<file path="src/rtl/dev_bridge.sv">
// CPU-to-device register bridge: decodes the device window and runs one
// register access at a time over the shared device register bus.
module dev_bridge #(
  parameter int          N_DEV       = 3,
  parameter logic [31:0] BASE        = 32'h0000_7F00,
  parameter int          DEV_ADDR_WD = 2
) (
  input  logic                   clk_i,
  input  logic                   rst_i,
  input  logic                   cpu_req_i,
  input  logic                   cpu_we_i,
  input  logic [31:0]            cpu_addr_i,
  input  logic [31:0]            cpu_wdata_i,
  output logic                   cpu_ack_o,
  output logic                   cpu_err_o,
  output logic [31:0]            cpu_rdata_o,
  output logic [5:0]             hwint_o,
  output logic [DEV_ADDR_WD-1:0] dev_add_o,
  output logic [N_DEV-1:0]       dev_we_o,
  output logic [31:0]            dev_dat_o,
  input  logic [32*N_DEV-1:0]    dev_dat_i,
  input  logic [N_DEV-1:0]       dev_irq_i
);

  typedef enum logic [2:0] {
    IDLE,
    ACCESS,
    CAPTURE,
    RESP,
    ERR
  } state_t;

  state_t      state;
  state_t      state_nxt;
  logic        we_q;
  logic [2:0]  sel_q;
  logic [31:0] rdata_q;
  logic [31:0] dev_idx;
  logic        decode_ok;
  logic [31:0] rd_slice;

  // The subtraction wraps below BASE; the explicit >= test rejects those.
  assign dev_idx   = (cpu_addr_i - BASE) >> 4;
  assign decode_ok = (cpu_addr_i >= BASE) &&
                     (dev_idx < 32'(N_DEV)) &&
                     (cpu_addr_i[1:0] == 2'b00) &&
                     (cpu_addr_i[3:2] != 2'b11);

  assign cpu_rdata_o = rdata_q;

  always_ff @(posedge clk_i) begin
    if (rst_i) begin
      state <= IDLE;
    end else begin
      state <= state_nxt;
    end
  end

  always_comb begin
    state_nxt = state;
    cpu_ack_o = 1'b0;
    cpu_err_o = 1'b0;
    case (state)
      IDLE: begin
        if (cpu_req_i) begin
          state_nxt = decode_ok ? ACCESS : ERR;
        end
      end
      ACCESS: begin
        state_nxt = we_q ? RESP : CAPTURE;
      end
      CAPTURE: begin
        state_nxt = RESP;
      end
      RESP: begin
        cpu_ack_o = 1'b1;
        state_nxt = IDLE;
      end
      ERR: begin
        cpu_ack_o = 1'b1;
        cpu_err_o = 1'b1;
        state_nxt = IDLE;
      end
      default: begin
        state_nxt = IDLE;
      end
    endcase
  end

  always_comb begin
    dev_we_o = '0;
    rd_slice = '0;
    for (int k = 0; k < N_DEV; k++) begin
      if (sel_q == 3'(k)) begin
        dev_we_o[k] = (state == ACCESS) && we_q;
        rd_slice    = dev_dat_i[32*k +: 32];
      end
    end
  end

  // Device-side fields only move on a valid decode so the bus stays quiet on errors.
  always_ff @(posedge clk_i) begin
    if (rst_i) begin
      we_q      <= 1'b0;
      sel_q     <= '0;
      dev_add_o <= '0;
      dev_dat_o <= '0;
      rdata_q   <= '0;
      hwint_o   <= '0;
    end else begin
      hwint_o <= 6'(dev_irq_i);
      if (state == IDLE && cpu_req_i) begin
        we_q <= cpu_we_i;
        if (decode_ok) begin
          sel_q     <= dev_idx[2:0];
          dev_add_o <= DEV_ADDR_WD'(cpu_addr_i[3:2]);
          if (cpu_we_i) begin
            dev_dat_o <= cpu_wdata_i;
          end
        end else begin
          rdata_q <= '0;
        end
      end
      if (state == CAPTURE) begin
        rdata_q <= rd_slice;
      end
    end
  end

endmodule

</file>
<file path="config.mk">
export PLATFORM = sky130hd
export DESIGN_NAME = dev_bridge
export DESIGN_NICKNAME = d
export VERILOG_FILES = /design/src/rtl/dev_bridge.sv
export SDC_FILE = /design/constraint.sdc
export NUM_CORES = 1
export LEC_CHECK = 0
export BUFFER_PORTS_ARGS = -buffer_cell sky130_fd_sc_hd__buf_2
export CORE_ASPECT_RATIO = 0.7
export CORE_UTILIZATION = 47
export DETAILED_ROUTE_END_ITERATION = 8
export PLACE_DENSITY = 0.94
export SYNTH_ARGS = -nofsm -noshare
export SYNTH_HDL_FRONTEND = slang
export SYNTH_SLANG_ARGS = --single-unit
export TNS_END_PERCENT = 5
</file>
<file path="constraint.sdc">
create_clock -name clk_i -period 2.7 [get_ports clk_i]
set_input_delay 0.27 -clock clk_i [delete_from_list [all_inputs] [get_ports clk_i]]
set_output_delay 0.27 -clock clk_i [all_outputs]
set_load 0.02 [all_outputs]
</file>
# Yosys cells after proc, flatten, opt, wreduce, memory -nomap -nowiden
# Cells that the tools add are included.
# totals
reg_bits,79
elab_cells,48
# classes
addsub,1
n_lt_le_gt_ge,2
eq_ne,9
n_mux,15
n_reduce_logical,13
# op_table
cell,n
32-bit 2-to-1 mux,6
32-bit by 15-bit >= comparator with 1-bit output (second input constant),1
32-bit by 15-bit subtractor with 32-bit output (second input constant),1
28-bit by 2-bit < comparator with 1-bit output (second input constant),1
3-bit by 2-bit == test with 1-bit output (second input constant),3
3-bit one-hot mux with 3 select lines,1
3-bit by 1-bit == test with 1-bit output (second input constant),2
3-bit logical NOT,2
1-bit 2-to-1 mux,6
3-bit 2-to-1 mux,2
1-bit logical AND,5
2-bit inequality test (second input constant),2
2-bit AND reduction,2
3-bit == test (second input constant),1
3-bit AND reduction,1
2-bit logical NOT,1
2-bit by 1-bit inequality test with 1-bit output (second input constant),1
2-bit nonzero test,1
2-bit OR reduction,1

# Logic depth before layout (Yosys ltp)
# logic_depth
ltp_word,8
depth_mapped,7
depth_no_buf,4

# Worst setup path after synthesis
# OpenSTA, ideal clock, no wires.
# synth_timing
kind,reg-to-output
start,reg sel_q[1]
end,out dev_we_o[2]
arrival_time_ps,1396
setup_slack_ps,1034
path_stages_with_launch,4
path_buffers,2
path_cell_list,dfxtp_1 > clkbuf_1 > buf_1 > nor3b_1
# synth_between
elab_chain_len,2
# synth_rtl
item,line_no,source
"start, declared",36,logic [2:0] sel_q;
"start signal, assigned",115,sel_q <= dev_idx[2:0];
3-bit by 2-bit == test with 1-bit output,94,if (sel_q == 3'(k)) begin
1-bit 2-to-1 mux,94,
"end, declared",19,"output logic [N_DEV-1:0] dev_we_o,"
# Every way passes these cells.

# Worst setup path after layout
# layout_timing
start,reg state[0]
end,"reg rdata_q[0], in the netlist cpu_rdata_o[0]"
# layout_between
elab_chain_len,4
word_cells_on_any_way,7
classes_between,2 x eq/ne; 1 x mux; 4 x reduce/logical
# layout_rtl
item,line_no,source
"start, declared",33,state_t state;
"start signal, assigned",55,state <= state_nxt;
3-bit logical NOT,112,if (state == IDLE && cpu_req_i) begin
1-bit logical AND,112,
2-bit nonzero test (no source line),-,
2-bit AND reduction (no source line),-,
"end signal, assigned",125,rdata_q <= rd_slice;
"end, declared",37,logic [31:0] rdata_q;
# Parallel ways exist; a longest one is shown, timed or not.
# A chain may end at the register's enable or synchronous reset.

==> flow_summary.json <==
{
  "status": "finished clean",
  "crit_fanout": 32,
  "cp_slowest_cell": "o41a_2",
  "dieArea_um2": 8950,
  "crit_family": "compound AO/OA/AOI/OAI gates",
  "rows": 27,
  "cts_buffer_depth": 2,
  "grt_use_met2": 0.456,
  "coreArea_um2": 8070,
  "grt_usage": 0.245,
  "finalSetupViolCount": 0,
  "via_count": 3927,
  "synth_area_um2": 4030,
  "ant_nets": 0,
  "first_pass_iters": 5,
  "start_util": 0.499,
  "clock_latency_ns": 0.32,
  "switchingPower_uw": 554,
  "switching_share": 0.209,
  "die_h_um": 79.5,
  "combPwrFrac": 0.097,
  "endpoint_kind": "flop",
  "drive_gt1_frac": 0.462,
  "drt_iter0_markers": 160,
  "gr-total-overflow": 0,
  "maxCapViolCount": 0,
  "peakVddDrop_v": 0.000282,
  "grt_pass1_vias": 3845,
  "hold_viol_final": 0,
  "hpwl_um": 8560,
  "area_growth_pct": 37.7,
  "p_total_uw": 2650,
  "cts.clk_slew.worst_paths_ns": 0.06,
  "yosysTopAreaCell": "dfxtp_1",
  "rsz0062_at_grt": "false",
  "clkPwrFrac": 0.477,
  "synth-edff-count": 0,
  "ys.flop_type": "dfxtp_1",
  "synth.top_cell.area_share": 0.378,
  "hp-class": "input port to flop",
  "avgSynthCellArea_um2": 9.34,
  "antenna_found_initial": 0,
  "root_buffer": "clkbuf_16",
  "dp_slack_ns": 0.499,
  "grt_pass1_wl_um": 17400,
  "arrival_ns": 2.35,
  "drv_slew": 0,
  "layout_setup_ws_ns": 0.585,
  "ys_seq_area_frac": 0.378,
  "path_class": "flop to flop",
  "ys_types": 38,
  "nets": 822,
  "use_met3": 0.0509,
  "hold_buffers": 0,
  "fmax_mhz": 473,
  "tns_ns": 0,
  "slew_headroom": 0.366,
  "worstSetupStartpointType": "flop",
  "p_leak_uw": 0.00242,
  "cts_resized": 0,
  "drc": 0,
  "postCtsSetupRepairBufs": 0,
  "power_density_nw_per_um2": 478,
  "p_int_uw": 2100,
  "worst_pin_slew_ns": 0.951,
  "grt_max_degree": 80,
  "worst-path-buf-inv": 0,
  "gp_congestion": 0.815,
  "num_antenna_cells": 0,
  "cts_tree": "built",
  "viasPerCell": 5.16,
  "cts.sinks": 76,
  "yosys_register_bits": 76,
  "path_cells": "nor2_1, a211o_1, o41a_2, o2bb2ai_1",
  "cpPeakStageDelay_ns": 0.73,
  "required_ns": 2.94,
  "cts_buffers": 9,
  "place_inst": 745,
  "period_needed_ns": 2.12,
  "wl_per_cell_um": 14.8,
  "wl_um": 11200,
  "period_share": 0.783,
  "io-pin-count": 244,
  "yosys_warnings": 0,
  "use_met1": 0.281,
  "die_x_um": 113,
  "seq_power_share": 0.426,
  "synth_area_leaders": "dfxtp_1 38%, nand2b_1 12%, o2bb2ai_2 11%, mux2i_1 9.2%, o22ai_1 5.0%",
  "stdcell_count": 761,
  "ys_async_sr_fraction": 0,
  "finalClockSkew_ns": 0.00431,
  "synthCells": 431,
  "port_buffers": 240,
  "busiest_layer": "met2",
  "ctsHtreeMaxLevel": 3,
  "fin_util": 0.687
}
==> placed cells by master, fill, tap and decap left out, types with 4 or more instances in the layout <==
cell and count:
o21ai_0 17, nor3b_1 4, buf_2 240, o22ai_1 32
buf_4 8, o21ai_1 15, nand2b_1 77, o2bb2ai_2 30
dfxtp_1 76, mux2i_1 37, nor3_1 4, clkbuf_16 9
inv_1 32, nand2_1 35, nor4_2 4
==> power by group through the flow <==
stage               combinational [uW]  clock, uW  sequential, uW
floorplan                          121          0            1160
finish                             258       1270            1130
CTS                                259       1290            1130
detailed placement                 258          0            1150
global route                       283       1340            1130
global placement                   249          0            1150
==> cell type report <==
class                      instances  area [um^2]
tap                              101          126
sequential                        76         1520
fill                             620         2530
clock buffer                      12          246
inverter                          32          120
clock inverter                     4         72.6
multi-input combinational        288         2200
timing repair buffer             248         1260
==> synthesized netlist by cell type (3+ instances only) <==
cell type and number:
nand3b_1 3, nor4_2 3, clkbuf_1 20, nor3b_1 4
buf_2 4, nand2b_1 77, dfxtp_1 76, o2bb2ai_2 30
mux2i_1 37, nor2_1 3, nor2b_1 4, o21ai_0 17
nand2_1 35, nor3_1 4, buf_4 4, inv_1 32
o21ai_1 15, buf_6 6, buf_1 3, o22ai_1 32
==> worst paths after layout <==
| check | depth (start not counted) | from | endpoint | slack [ns] |
|---|---|---|---|---|
| max | 4 | state[0] | cpu_rdata_o[0] | 0.58 |
| min | 2 | dev_irq_i[2] | hwint_o[2] | 0.16 |
| max reg2reg | 4 | state[0] | cpu_rdata_o[0] | 0.58 |
| min reg2reg | 2 | cpu_rdata_o[30] | cpu_rdata_o[30] | 0.44 |
==> through the flow <==
step | instance area (um^2) | hold slack, ns
2_1_floorplan | 4040 | 0.398
3_3_place_gp | 5230 | 0.429
3_5_place_dp | 5230 | 0.434
4_1_cts | 5550 | 0.146
5_1_grt | 5550 | 0.151
6_report | 5550 | 0.160
==> cell families after synthesis <==
logic type / share of synthesized area
AND/OR/NAND/NOR: 0.225
AO/OA/AOI/OAI: 0.222
flip-flops: 0.378
buffers and inverters: 0.0805
multiplexers: 0.0920
XOR/XNOR: 0.00217
other: 0.000931
==> state kept, by name (all words and copies together) (netlist names) <==
| name | count |
|---|---|
| cpu_rdata_o | 32 |
| dev_add_o | 2 |
| dev_dat_o | 32 |
| hwint_o | 3 |
| sel_q | 3 |
| state | 3 |
| we_q | 1 |
==> layer usage <==
layer / vias to the layer above / part of all wire
met5: - / 0
met3: 18 / 0.055
met4: 0 / 0.013
met2: 174 / 0.53
li1: 1926 / -
met1: 1809 / 0.41
Note: power is estimated with default switching activity, not from simulation.
